--- src/rtl/fifo_rr_scheduler.sv ---
// Round-robin read scheduler moving NUM_FIFOS source FIFOs into one shared
// destination FIFO, with hysteresis back-pressure from destination occupancy,
// sticky overflow detection and a RESET/INIT/IDLE/ACTIVE/ERROR controller.
module fifo_rr_scheduler #(
    parameter int NUM_FIFOS  = 4,
    parameter int ADDR_WIDTH = 8,
    parameter int HI_DEFAULT = 192,
    parameter int LO_DEFAULT = 64
) (
    input  logic                  clk,
    input  logic                  Reset,
    input  logic                  init,
    input  logic [ADDR_WIDTH:0]   umbral_alto,
    input  logic [ADDR_WIDTH:0]   umbral_bajo,
    input  logic [NUM_FIFOS-1:0]  src_empty,
    input  logic [NUM_FIFOS-1:0]  src_full,
    input  logic [NUM_FIFOS-1:0]  src_push,
    input  logic [ADDR_WIDTH:0]   dst_count,
    output logic [NUM_FIFOS-1:0]  pop,
    output logic [1:0]            sel,
    output logic                  dst_push,
    output logic                  pause,
    output logic [2:0]            state,
    output logic                  error_out,
    output logic                  idle_out
);

    typedef enum logic [2:0] {
        S_RESET  = 3'd0,
        S_INIT   = 3'd1,
        S_IDLE   = 3'd2,
        S_ACTIVE = 3'd3,
        S_ERROR  = 3'd4
    } state_t;

    localparam logic [ADDR_WIDTH:0] HI_RST = (ADDR_WIDTH+1)'(HI_DEFAULT);
    localparam logic [ADDR_WIDTH:0] LO_RST = (ADDR_WIDTH+1)'(LO_DEFAULT);

    state_t                 state_q, state_d;
    logic [ADDR_WIDTH:0]    hi_q, hi_d, lo_q, lo_d;
    logic [1:0]             ptr_q, ptr_d;
    logic [1:0]             sel_q, sel_d;
    logic                   dst_push_q, dst_push_d;
    logic                   pause_q, pause_d;
    logic                   error_q, error_d;

    logic [NUM_FIFOS-1:0]   pop_c;
    logic [1:0]             grant;
    logic                   found;
    logic [1:0]             idx;
    logic                   overflow;
    logic [ADDR_WIDTH+1:0]  occ;

    // Overflow is a write into a full source; ignored while held in RESET.
    assign overflow = (|(src_push & src_full)) && (state_q != S_RESET);
    // Occupancy counts the push already in flight so pause engages a cycle early.
    assign occ = {1'b0, dst_count} + (ADDR_WIDTH+2)'(dst_push_q);

    // Round-robin grant: first non-empty source after the last one served.
    always_comb begin
        found = 1'b0;
        grant = 2'd0;
        idx   = 2'd0;
        pop_c = '0;
        for (int k = 1; k <= NUM_FIFOS; k++) begin
            idx = ptr_q + 2'(k);
            if (!found && !src_empty[idx]) begin
                found = 1'b1;
                grant = idx;
            end
        end
        if (state_q == S_ACTIVE && !pause_q && found)
            pop_c[grant] = 1'b1;
    end

    // Controller next state; overflow wins over everything except Reset.
    always_comb begin
        state_d = state_q;
        case (state_q)
            S_RESET:  state_d = S_INIT;
            S_INIT:   if (!init) state_d = S_IDLE;
            S_IDLE:   if (init) state_d = S_INIT;
                      else if (!(&src_empty)) state_d = S_ACTIVE;
            S_ACTIVE: if (init) state_d = S_INIT;
                      else if (&src_empty) state_d = S_IDLE;
            S_ERROR:  state_d = S_ERROR;
            default:  state_d = S_RESET;
        endcase
        if (overflow)
            state_d = S_ERROR;
    end

    // Datapath next state: thresholds, pointer, push/select, pause, error flag.
    always_comb begin
        hi_d       = hi_q;
        lo_d       = lo_q;
        ptr_d      = ptr_q;
        sel_d      = sel_q;
        dst_push_d = |pop_c;
        pause_d    = 1'b0;
        error_d    = error_q | overflow;
        // A bad pair (low not below high) is ignored rather than half-loaded.
        if (state_q == S_INIT && umbral_bajo < umbral_alto) begin
            hi_d = umbral_alto;
            lo_d = umbral_bajo;
        end
        if (|pop_c) begin
            ptr_d = grant;
            sel_d = grant;
        end
        if (state_q == S_ACTIVE || state_q == S_IDLE) begin
            if (occ >= {1'b0, hi_q})
                pause_d = 1'b1;
            else if (occ <= {1'b0, lo_q})
                pause_d = 1'b0;
            else
                pause_d = pause_q;
        end
    end

    // State registers with synchronous reset.
    always_ff @(posedge clk) begin
        if (Reset) begin
            state_q    <= S_RESET;
            hi_q       <= HI_RST;
            lo_q       <= LO_RST;
            ptr_q      <= 2'd3;
            sel_q      <= 2'd0;
            dst_push_q <= 1'b0;
            pause_q    <= 1'b0;
            error_q    <= 1'b0;
        end else begin
            state_q    <= state_d;
            hi_q       <= hi_d;
            lo_q       <= lo_d;
            ptr_q      <= ptr_d;
            sel_q      <= sel_d;
            dst_push_q <= dst_push_d;
            pause_q    <= pause_d;
            error_q    <= error_d;
        end
    end

    assign pop       = pop_c;
    assign sel       = sel_q;
    assign dst_push  = dst_push_q;
    assign pause     = pause_q;
    assign state     = state_q;
    assign error_out = error_q;
    assign idle_out  = (state_q == S_IDLE);

endmodule

--- config.mk ---
export PLATFORM = sky130hd
export DESIGN_NAME = fifo_rr_scheduler
export DESIGN_NICKNAME = d
export VERILOG_FILES = /design/src/rtl/fifo_rr_scheduler.sv
export SDC_FILE = /design/constraint.sdc
export NUM_CORES = 1
export LEC_CHECK = 0
export ABC_AREA = 1
export BUFFER_PORTS_ARGS = -buffer_cell sky130_fd_sc_hd__clkbuf_2
export CORE_ASPECT_RATIO = 1.75
export CORE_MARGIN = 2
export CORE_UTILIZATION = 35
export CTS_BUF_LIST = sky130_fd_sc_hd__clkbuf_16
export DETAILED_ROUTE_END_ITERATION = 7
export GPL_ROUTABILITY_DRIVEN = 0
export GPL_TIMING_DRIVEN = 1
export PLACE_DENSITY = 0.68
export SYNTH_ARGS = -nofsm -noshare
export SYNTH_HDL_FRONTEND = slang
export SYNTH_SLANG_ARGS = --single-unit
--- constraint.sdc ---
create_clock -name clk -period 2 [get_ports clk]
set_input_delay 0.2 -clock clk [delete_from_list [all_inputs] [get_ports clk]]
set_output_delay 0.2 -clock clk [all_outputs]
set_load 0.1 [all_outputs]
---- Word-level counts from Yosys, hierarchy flattened ----
Cells that the tools add are included.
word-level totals
  flip-flop bits (word level) ............. 28
  word-level logic and storage cells ...... 88
cells by class
  eq/ne operators ......................... 10
  $lt $le $gt $ge ......................... 9
  mux-type cells .......................... 28
  reductions and logical operators ........ 25
  bitwise gates (word level) .............. 3
  add/sub/neg operators ................... 4
operators with widths
  operator                                            number
  2-to-1 mux 3 bit                                    6
  < comparator 2 x 3 -> 1 bit, second input constant  5
  one-hot mux 3 bit (5 select lines)                  1
  2-to-1 mux 1 bit                                    11
  adder 9 x 1 -> 10 bit                               1
  >= comparator 10 x 9 -> 1 bit                       1
  less-or-equal comparator 10 x 9 -> 1 bit            1
  < comparator 9 bit                                  1
  binary-select mux 1 bit (select 2 bit)              4
  logical AND 1 bit                                   8
  2-to-1 mux 2 bit                                    4
  OR reduction 4 bit                                  2
  == test 3 x 2 -> 1 bit, second input constant       2
  zero test 1 bit                                     6
  != test 3 bit, second input constant                2
  AND reduction 3 bit                                 2
  adder 2 bit, second input constant                  2
  AND 4 bit                                           1
  2-to-1 mux 4 bit                                    1
  != test 4 x 3 -> 1 bit, second input constant       1
  != test 4 bit, second input constant                1
  AND reduction 4 bit                                 1
  OR reduction 2 bit                                  2
  == test 3 x 1 -> 1 bit, second input constant       1
  other kinds (12)                                    12

---- Longest topological paths before layout ----
Gate-level depths: netlist of run 1.
  depth in word-level cells ............... 18
  gate-level depth with buffers ........... 16
  depth with buffers taken out ............ 16

---- Least setup slack after synthesis of run 1 ----
OpenSTA, ideal clock, no wires.
  path kind ............................... register to register
  start ................................... reg state_q[1], in the netlist state[1]
  end ..................................... reg state_q[1], in the netlist state[1]
  arrival ................................. 3117 ps
  required time ........................... 1872 ps
  setup time .............................. 128 ps
  cell stages (with the launch flop) ...... 8
  slack ................................... -1245 ps
  cell sequence ........................... dfxtp_1 nand2_1 nor2_1 o21ai_0 nand2_1 nor2_1 nand3_1 a21oi_1
between the ends
  word-level cells in the longest chain between the ends .. 3
  elaborated cells between the ends (all ways) .. 13
RTL lines
  element                        RTL line  text
  start, declared                39        state_t state_q, state_d;
  start signal, assigned         133       state_q <= state_d;
  == test 3 x 2 -> 1 bit (*)     n/a
  via idle_out                   25        output logic idle_out
  != test 3 bit (no line)        n/a
  AND reduction 3 bit (no line)  n/a
The timed path passes the listed nets; every way through them passes the cells marked *.
A chain may end at the register's enable or synchronous reset.

---- Final worst setup path of run 1 ----
  start ................................... reg ptr_q[0]
  end ..................................... out pop[3]
between the ends
  word-level cells in the longest chain between the ends .. 17
  elaborated cells between the ends (all ways) .. 34
RTL lines
  element                                                                                                   RTL line  text
  start, declared                                                                                           41        logic [1:0] ptr_q, ptr_d;
  start signal, assigned                                                                                    136       ptr_q <= ptr_d;
  adder 2 bit                                                                                               66        idx = ptr_q + 2'(k);
  binary-select mux 1 bit (select 2 bit)                                                                    67        if (!found && !src_empty[idx]) begin
  2-to-1 mux 1 bit (implied by the code)                                                                    67
  zero test 1 bit                                                                                           67
  logical AND 1 bit                                                                                         67
  2-to-1 mux 1 bit                                                                                          67
  zero test 1 bit                                                                                           67
  logical AND 1 bit                                                                                         67
  2-to-1 mux 1 bit                                                                                          67
  zero test 1 bit                                                                                           67
  logical AND 1 bit                                                                                         67
  2-to-1 mux 2 bit                                                                                          67
  < comparator 2 x 3 -> 1 bit (implied by the code) / >= comparator 2 x 1 -> 1 bit (equally long branches)  73        pop_c[grant] = 1'b1;
  logical AND 1 bit (implied by the code)                                                                   73
  2-to-1 mux 1 bit (implied by the code)                                                                    73
  demux 1 bit (select 2 bit)                                                                                73
  2-to-1 mux 4 bit (*)                                                                                      72        if (state_q == S_ACTIVE && !pause_q && found)
  end, declared                                                                                             19        output logic [NUM_FIFOS-1:0] pop,
Every way passes the cells marked *; elsewhere a longest branch is shown, timed or not. The select of a mux whose other input is x is not followed.

==> results of run 1 <==
[how the worst max path moves through the flow]
stage                         end                  start  cells after the start  slack [ps]
5_1_grt        pause$_SDFFE_PP0P_    dst_push$_SDFF_PP0_                     16        -240
2_1_floorplan  pause$_SDFFE_PP0P_    dst_push$_SDFF_PP0_                     13        -140
6_report                   pop[3]  ptr_q[0]$_SDFFE_PP1P_                     11        -140
4_1_cts                    pop[3]  ptr_q[0]$_SDFFE_PP1P_                     11        -130
3_5_place_dp   pause$_SDFFE_PP0P_    dst_push$_SDFF_PP0_                     13         -70
3_3_place_gp   pause$_SDFFE_PP0P_    dst_push$_SDFF_PP0_                     13          -7
[critical path, stage by stage, from the launching register on]
cell and delay (ps):
dfxtp_4 370, buf_12 150, xnor2_4 150, buf_6 130
o21ai_4 130, nand3_2 100, nor2_4 110, nor2_4 60
nand2_2 80, nand2_4 70, nor2_4 120, buf_12 180
[synth_stat cells]
library cell  instances  area share [%]
buf_6                 2             1.0
dfxtp_1              28              26
o21ai_2               2            0.81
o211ai_1              4             1.4
o21ai_0              20             4.6
a21oi_2               1            0.41
clkbuf_1              5            0.87
o21bai_1              2            0.70
inv_1                54             9.4
nor3_4                1            0.75
inv_2                 2            0.35
a21oi_1              34             7.9
nand2_2               6             1.7
xnor2_1               2            0.81
nor2_2                2            0.58
or2_1                 1            0.29
a21o_1                1            0.35
nand4_1               6             1.7
nand3_1              12             2.8
a41oi_1               1            0.41
nand3_2               1            0.46
nor2_1               22             3.8
a22o_1                2            0.81
xnor2_2               1            0.75
o21ai_1               6             1.4
or2_2                 1            0.29
nand2_1              61              11
ha_1                 29              17
xor2_1                5             2.0
[through the flow]
stage	instance area, um2	power, W
floorplan	2243	0.001763
global placement	2680	0.002010
detailed placement	2680	0.002037
CTS	2912	0.002558
global route	3034	0.002845
finish	3034	0.002639
[cell families (layout without fill, tap and decap cells)]
| logic type | Yosys count | count (layout) | share of synthesized area (%) |
|---|---|---|---|
| buffers and inverters | 63 | 128 | 11.67 |
| AOI/OAI and AO/OA | 73 | 73 | 18.80 |
| and+or+nand+nor | 113 | 113 | 23.10 |
| adders and majority gates | 29 | 29 | 16.83 |
| DFF | 28 | 28 | 26.00 |
| xor gates and xnor gates | 8 | 8 | 3.599 |
[layer usage]
metal  up-vias  track usage, %  part of all wire (%)
met3         9           2.615                   4.2
met4         0           5.590                   1.9
li1       1155               -                     -
met1       993           16.70                    38
met2        49           32.48                    56
met5         -               0                     0
[power groups by stage]
stage               registers, W  clock network, W  logic [W]
floorplan                0.00105                 0   0.000712
global placement        0.000802                 0    0.00121
detailed placement      0.000805                 0    0.00123
CTS                     0.000797          0.000465    0.00130
global route            0.000818          0.000489    0.00154
finish                  0.000798          0.000457    0.00138
[layout make-up]
class                           count  area, um2  share of cell area [%]
Timing Repair Buffer               68      471.7                   15.55
Clock buffer                        3      75.07                   2.474
Clock inverter                      1      3.754                  0.1237
Inverter                           56      210.2                   6.928
Multi-Input combinational cell    223       1598                   52.66
Tap cell                           78      97.59                   3.216
Sequential cell                    28      578.1                   19.05
[registers in the layout, summed over array words and instances, names as in the netlist]
register   cells
hi_q           9
lo_q           9
state          3
ptr_q          2
sel            2
dst_push       1
error_out      1
pause          1
[timing repair]
item                                    in CTS  in global routing
gates cloned                                 1                  0
pin swaps                                   22                 22
buffers inserted                             4                  4
endpoints found under the setup margin       5                  5
gates resized for setup                     23                 20
==> out/qor.txt, run 1 <==
Outcome -> finished, violations left
Failing checks -> setup timing
Hold Slack -> 225.4 ps
Initial DRC Count -> 35
Fill count -> 620
Clock Sinks -> 28
CP Max Fanout -> 8
Root buffer cell -> clkbuf_16
Clock network power share -> 17.3%
Net Switching -> 0.001211 W
Via/cell ratio -> 4.827
Final hold vios -> 0
Nature of the critical path endpoint -> output pin
Max-slew violations -> 0
Antenna violations before repair -> 0
Max Fclk -> 468.2 MHz
Sequential Power Share -> 30.3%
Die width -> 63.33 um
Max-cap viol count -> 0
Syn_area_per_cell -> 6.866 um2
Total Neg Setup Slack -> -578.7 ps
RR Startpoint -> dst_push$_SDFF_PP0_
Die Span Y -> 107.8 um
WP data required -> 1800 ps
DRT Pass-1 Iters -> 4
Cts hold-fix bufs -> 0
DR WL/cell -> 11.89 um
Clock Latency Late Sink -> 260 ps
Worst Path Arrival -> 1940 ps
Vias in the first global route -> 2207
Io pins -> 55
Diode count -> 0
Initial Util -> 36.38%
Final setup skew -> 3.150 ps
Endpoints failing setup -> 5
Maximum clock path buffer count -> 2
Final #Nets -> 451
Total CTS buffers -> 3
Combinational fraction of design power -> 52.4%
HP Class -> in2reg
Final core occ -> 51.20%
Leakage -> 1.491 nW
Placed Cells -> 444
Yosys warns -> 0
I/O Buffers -> 54
Internal power -> 0.001428 W
Largest net degree at the start of global routing -> 36
Overall Global Routing Usage -> 16.34%
Worst hold start -> umbral_alto[3]
Placement Setup Slack -> -74.42 ps
Final worst setup slack -> -136.0 ps
Reg2reg path depth -> 16
First-pass GRT wire length -> 9.011 mm
H-tree depth -> 1
Layout cell share with drive strength beyond 1 -> 33.51%
DP HPWL -> 4.179 mm
CTS tree -> done
Yosys reg bits -> 28
RSZ-0062 raised after global routing -> yes
Most frequent cells in the layout -> inv_1 (52), nand2_1 (50), clkbuf_2 (50), a21oi_1 (33), ha_1 (26)
Slew HR -> 63.49%
DRT antenna net count -> 0
Core Box Area -> 5926 um2
Net Sw Frac -> 45.88%
Layout area overhead -> 40.74%
Crit share post-route -> 106.8%
Syn_nets -> 385
Register area share after synthesis -> 26.00%
Power per cell area -> 869.7 nW/um2
Least-Margin Pin Slew -> 550.0 ps
Netlist cell types -> 29
Crit Reg-Reg Endpoint -> pause$_SDFFE_PP0P_
Worst hold endpoint -> hi_q[3]$_SDFFE_PP0P_
Row cnt -> 37
Crit Path Class -> reg2out
Startpoint types -> register
Fin cells -> 457
Grt ovf -> 0
Synth Instances -> 314
Via count -> 2206
Worst reg2reg setup slack -> -70 ps
Hold path depth -> 3
Clock slew at reported path FFs -> 70 ps
# DRC -> 0
Commonest non-fill, non-tap cell in the layout -> inv_1
VDD IR-drop max -> 1.288 mV
Tmin final -> 2136 ps
Die area -> 6828 um2
Wirelength, routed -> 5.432 mm
Mapped Area -> 2156 um2
Power figures use the tool's default switching activity.
==> run 2, diff against run 1 <==
--- a/config.mk
+++ b/config.mk
@@ -15,6 +15,7 @@
 export GPL_ROUTABILITY_DRIVEN = 0
 export GPL_TIMING_DRIVEN = 1
 export PLACE_DENSITY = 0.68
+export SKIP_CTS_REPAIR_TIMING = 1
 export SYNTH_ARGS = -nofsm -noshare
 export SYNTH_HDL_FRONTEND = slang
 export SYNTH_SLANG_ARGS = --single-unit
==> out/qor.txt, run 2 (same netlist as run 1, synthesis figures left out) <==
Slew HR -> 63.83% (+0.35 points)
Max-cap viol count -> 0 (unchanged)
Leakage -> 1.499 nW (+0.52%)
Total CTS buffers -> 3 (unchanged)
Clock slew at reported path FFs -> 70 ps (about the same)
Row cnt -> 37 (unchanged)
Crit share post-route -> 107.6% (+0.83 points)
Final hold vios -> 0 (unchanged)
HP Class -> in2reg
Failing checks -> setup timing
CP Cell Sequence -> clkbuf_16 -> o21ai_4 -> buf_4 -> o21ai_4 -> nand3_2 -> nor2_2 -> nor2_2 -> nand3_2 -> nor2_4 -> buf_12
Die area -> 6828 um2 (unchanged)
DR WL/cell -> 11.89 um (about the same)
Max Fclk -> 464.5 MHz (-0.78%)
Layout cell share with drive strength beyond 1 -> 32.98% (-0.53 points)
Placed inst area -> 2680 um2 (unchanged)
Final setup skew -> 2.138 ps (-1.012 ps)
Least-Margin Pin Slew -> 541.9 ps (-8.123 ps)
Worst Path Arrival -> 1950 ps (about the same)
H-tree depth -> 1 (unchanged)
Nature of the critical path endpoint -> output pin
DRT antenna net count -> 0 (unchanged)
Hold Slack -> 217.2 ps (-8.291 ps)
First-pass GRT wire length -> 8.666 mm (-3.8%)
Layout area overhead -> 40.97%
Outcome -> finished, violations left
Initial DRC Count -> 35 (unchanged)
Top delay family on crit path -> simple AND/OR/NAND/NOR gates
Max-slew violations -> 0 (unchanged)
CTS tree -> done
Slowest stage delay, CP -> 370 ps (about the same)
Fin cells -> 457 (unchanged)
Most frequent cells in the layout -> inv_1 (53), nand2_1 (53), clkbuf_2 (50), a21oi_1 (33), ha_1 (25)
WP data required -> 1800 ps (about the same)
Final core occ -> 51.29% (+0.084 points)
Slowest cell on the critical path -> dfxtp_4
Maximum clock path buffer count -> 2 (unchanged)
Antenna violations before repair -> 0 (unchanged)
Placed Cells -> 444 (unchanged)
VDD IR-drop max -> 1.286 mV (-0.12%)
Tmin final -> 2153 ps (+16.68 ps)
Root buffer cell -> clkbuf_16
RSZ-0062 raised after global routing -> yes
Final Instance Area -> 3039 um2 (+0.16%)
Power per cell area -> 868.3 nW/um2 (-0.16%)
Io pins -> 55 (unchanged)
Via count -> 2197 (-0.41%)
Core Box Area -> 5926 um2 (unchanged)
Clock Sinks -> 28 (unchanged)
Vias in the first global route -> 2144 (-2.9%)
Overall Global Routing Usage -> 15.67% (-0.67 points)
Endpoints failing setup -> 5 (unchanged)
Diode count -> 0 (unchanged)
DRT Pass-1 Iters -> 4 (unchanged)
I/O Buffers -> 54 (unchanged)
Die Span Y -> 107.8 um (unchanged)
Startpoint types -> register
Die width -> 63.33 um (unchanged)
DP HPWL -> 4.179 mm (unchanged)
Final #Nets -> 451 (unchanged)
Via/cell ratio -> 4.807 (-0.41%)
CP Max Fanout -> 5 (-3)
Final worst setup slack -> -152.6 ps (-16.69 ps)
Clock Latency Late Sink -> 260 ps (about the same)
Largest net degree at the start of global routing -> 36 (unchanged)
Fill count -> 617 (-0.48%)
Crit Path Class -> reg2out
Wirelength, routed -> 5.433 mm (about the same)
Worst reg2reg setup slack -> -60 ps (about the same)
Grt ovf -> 0 (unchanged)
# DRC -> 0 (unchanged)
Total Neg Setup Slack -> -609.3 ps (-30.60 ps)
Initial Util -> 36.38% (unchanged)
CP bufs+invs -> 3 (unchanged)
==> run 2: cell types whose count changed in the layout (fill, tap and decap cells not counted), moves of 2 or more <==
cell,change
clkbuf_16,+2
nand2_1,+3
nor2_2,+2
nand2_2,-2
==> run 2: path summary, 6_finish.rpt <==
path / start / end / depth (start not counted)
setup reg to reg: dst_push$_SDFF_PP0_ / pause$_SDFFE_PP0P_ / 15
setup / recovery: ptr_q[0]$_SDFFE_PP1P_ / pop[2] / 10
hold / removal: Reset / sel[1]$_SDFFE_PP0P_ / 2
hold reg to reg: hi_q[0]$_SDFFE_PP0P_ / hi_q[0]$_SDFFE_PP0P_ / 2
==> run 2: per-layer routing <==
| metal | GRT usage (%) | routed length, um | vias to the layer above |
|---|---|---|---|
| li1 | - | - | 1155 |
| met1 | 16.12 | 2072 | 992 |
| met2 | 30.75 | 3057 | 45 |
| met3 | 2.720 | 236 | 5 |
| met4 | 5.590 | 67 | 0 |
| met5 | 0 | 0 | - |
==> run 2: final cells by class <==
cell class / count / area (um2) / area share [%]
timing repair buffer: 68 / 486.7 / 16.01
sequential: 28 / 578.1 / 19.02
inverter: 56 / 210.2 / 6.916
clock inverter: 1 / 3.754 / 0.1235
tap: 78 / 97.59 / 3.211
clock buffer: 3 / 75.07 / 2.470
multi-input combinational: 223 / 1588 / 52.24
==> run 2: worst register-to-register path: cells and delay by family, from the launching register on <==
family	cells	cell delay, ps
compound gates	2	190
xor+xnor	1	140
simple gates	7	580
buf+inv	2	130
flops	1	350
fa+ha+maj	3	600
==> run 2: power by group <==
| group | internal (W) | total [W] | switching (W) |
|---|---|---|---|
| registers | 0.000707 | 0.000801 | 0.0000937 |
| clock network | 0.000268 | 0.000459 | 0.000191 |
| logic | 0.000454 | 0.00138 | 0.000925 |
| total | 0.00143 | 0.00264 | 0.00121 |
==> run 2: per-stage QoR <==
step | setup slack (ps) | power [W]
after global placement | -7.195 | 0.002010
final | -152.6 | 0.002639
after floorplan | -140.1 | 0.001763
after detailed placement | -74.42 | 0.002037
after global routing | -228.8 | 0.002841
after CTS | -211.2 | 0.002498
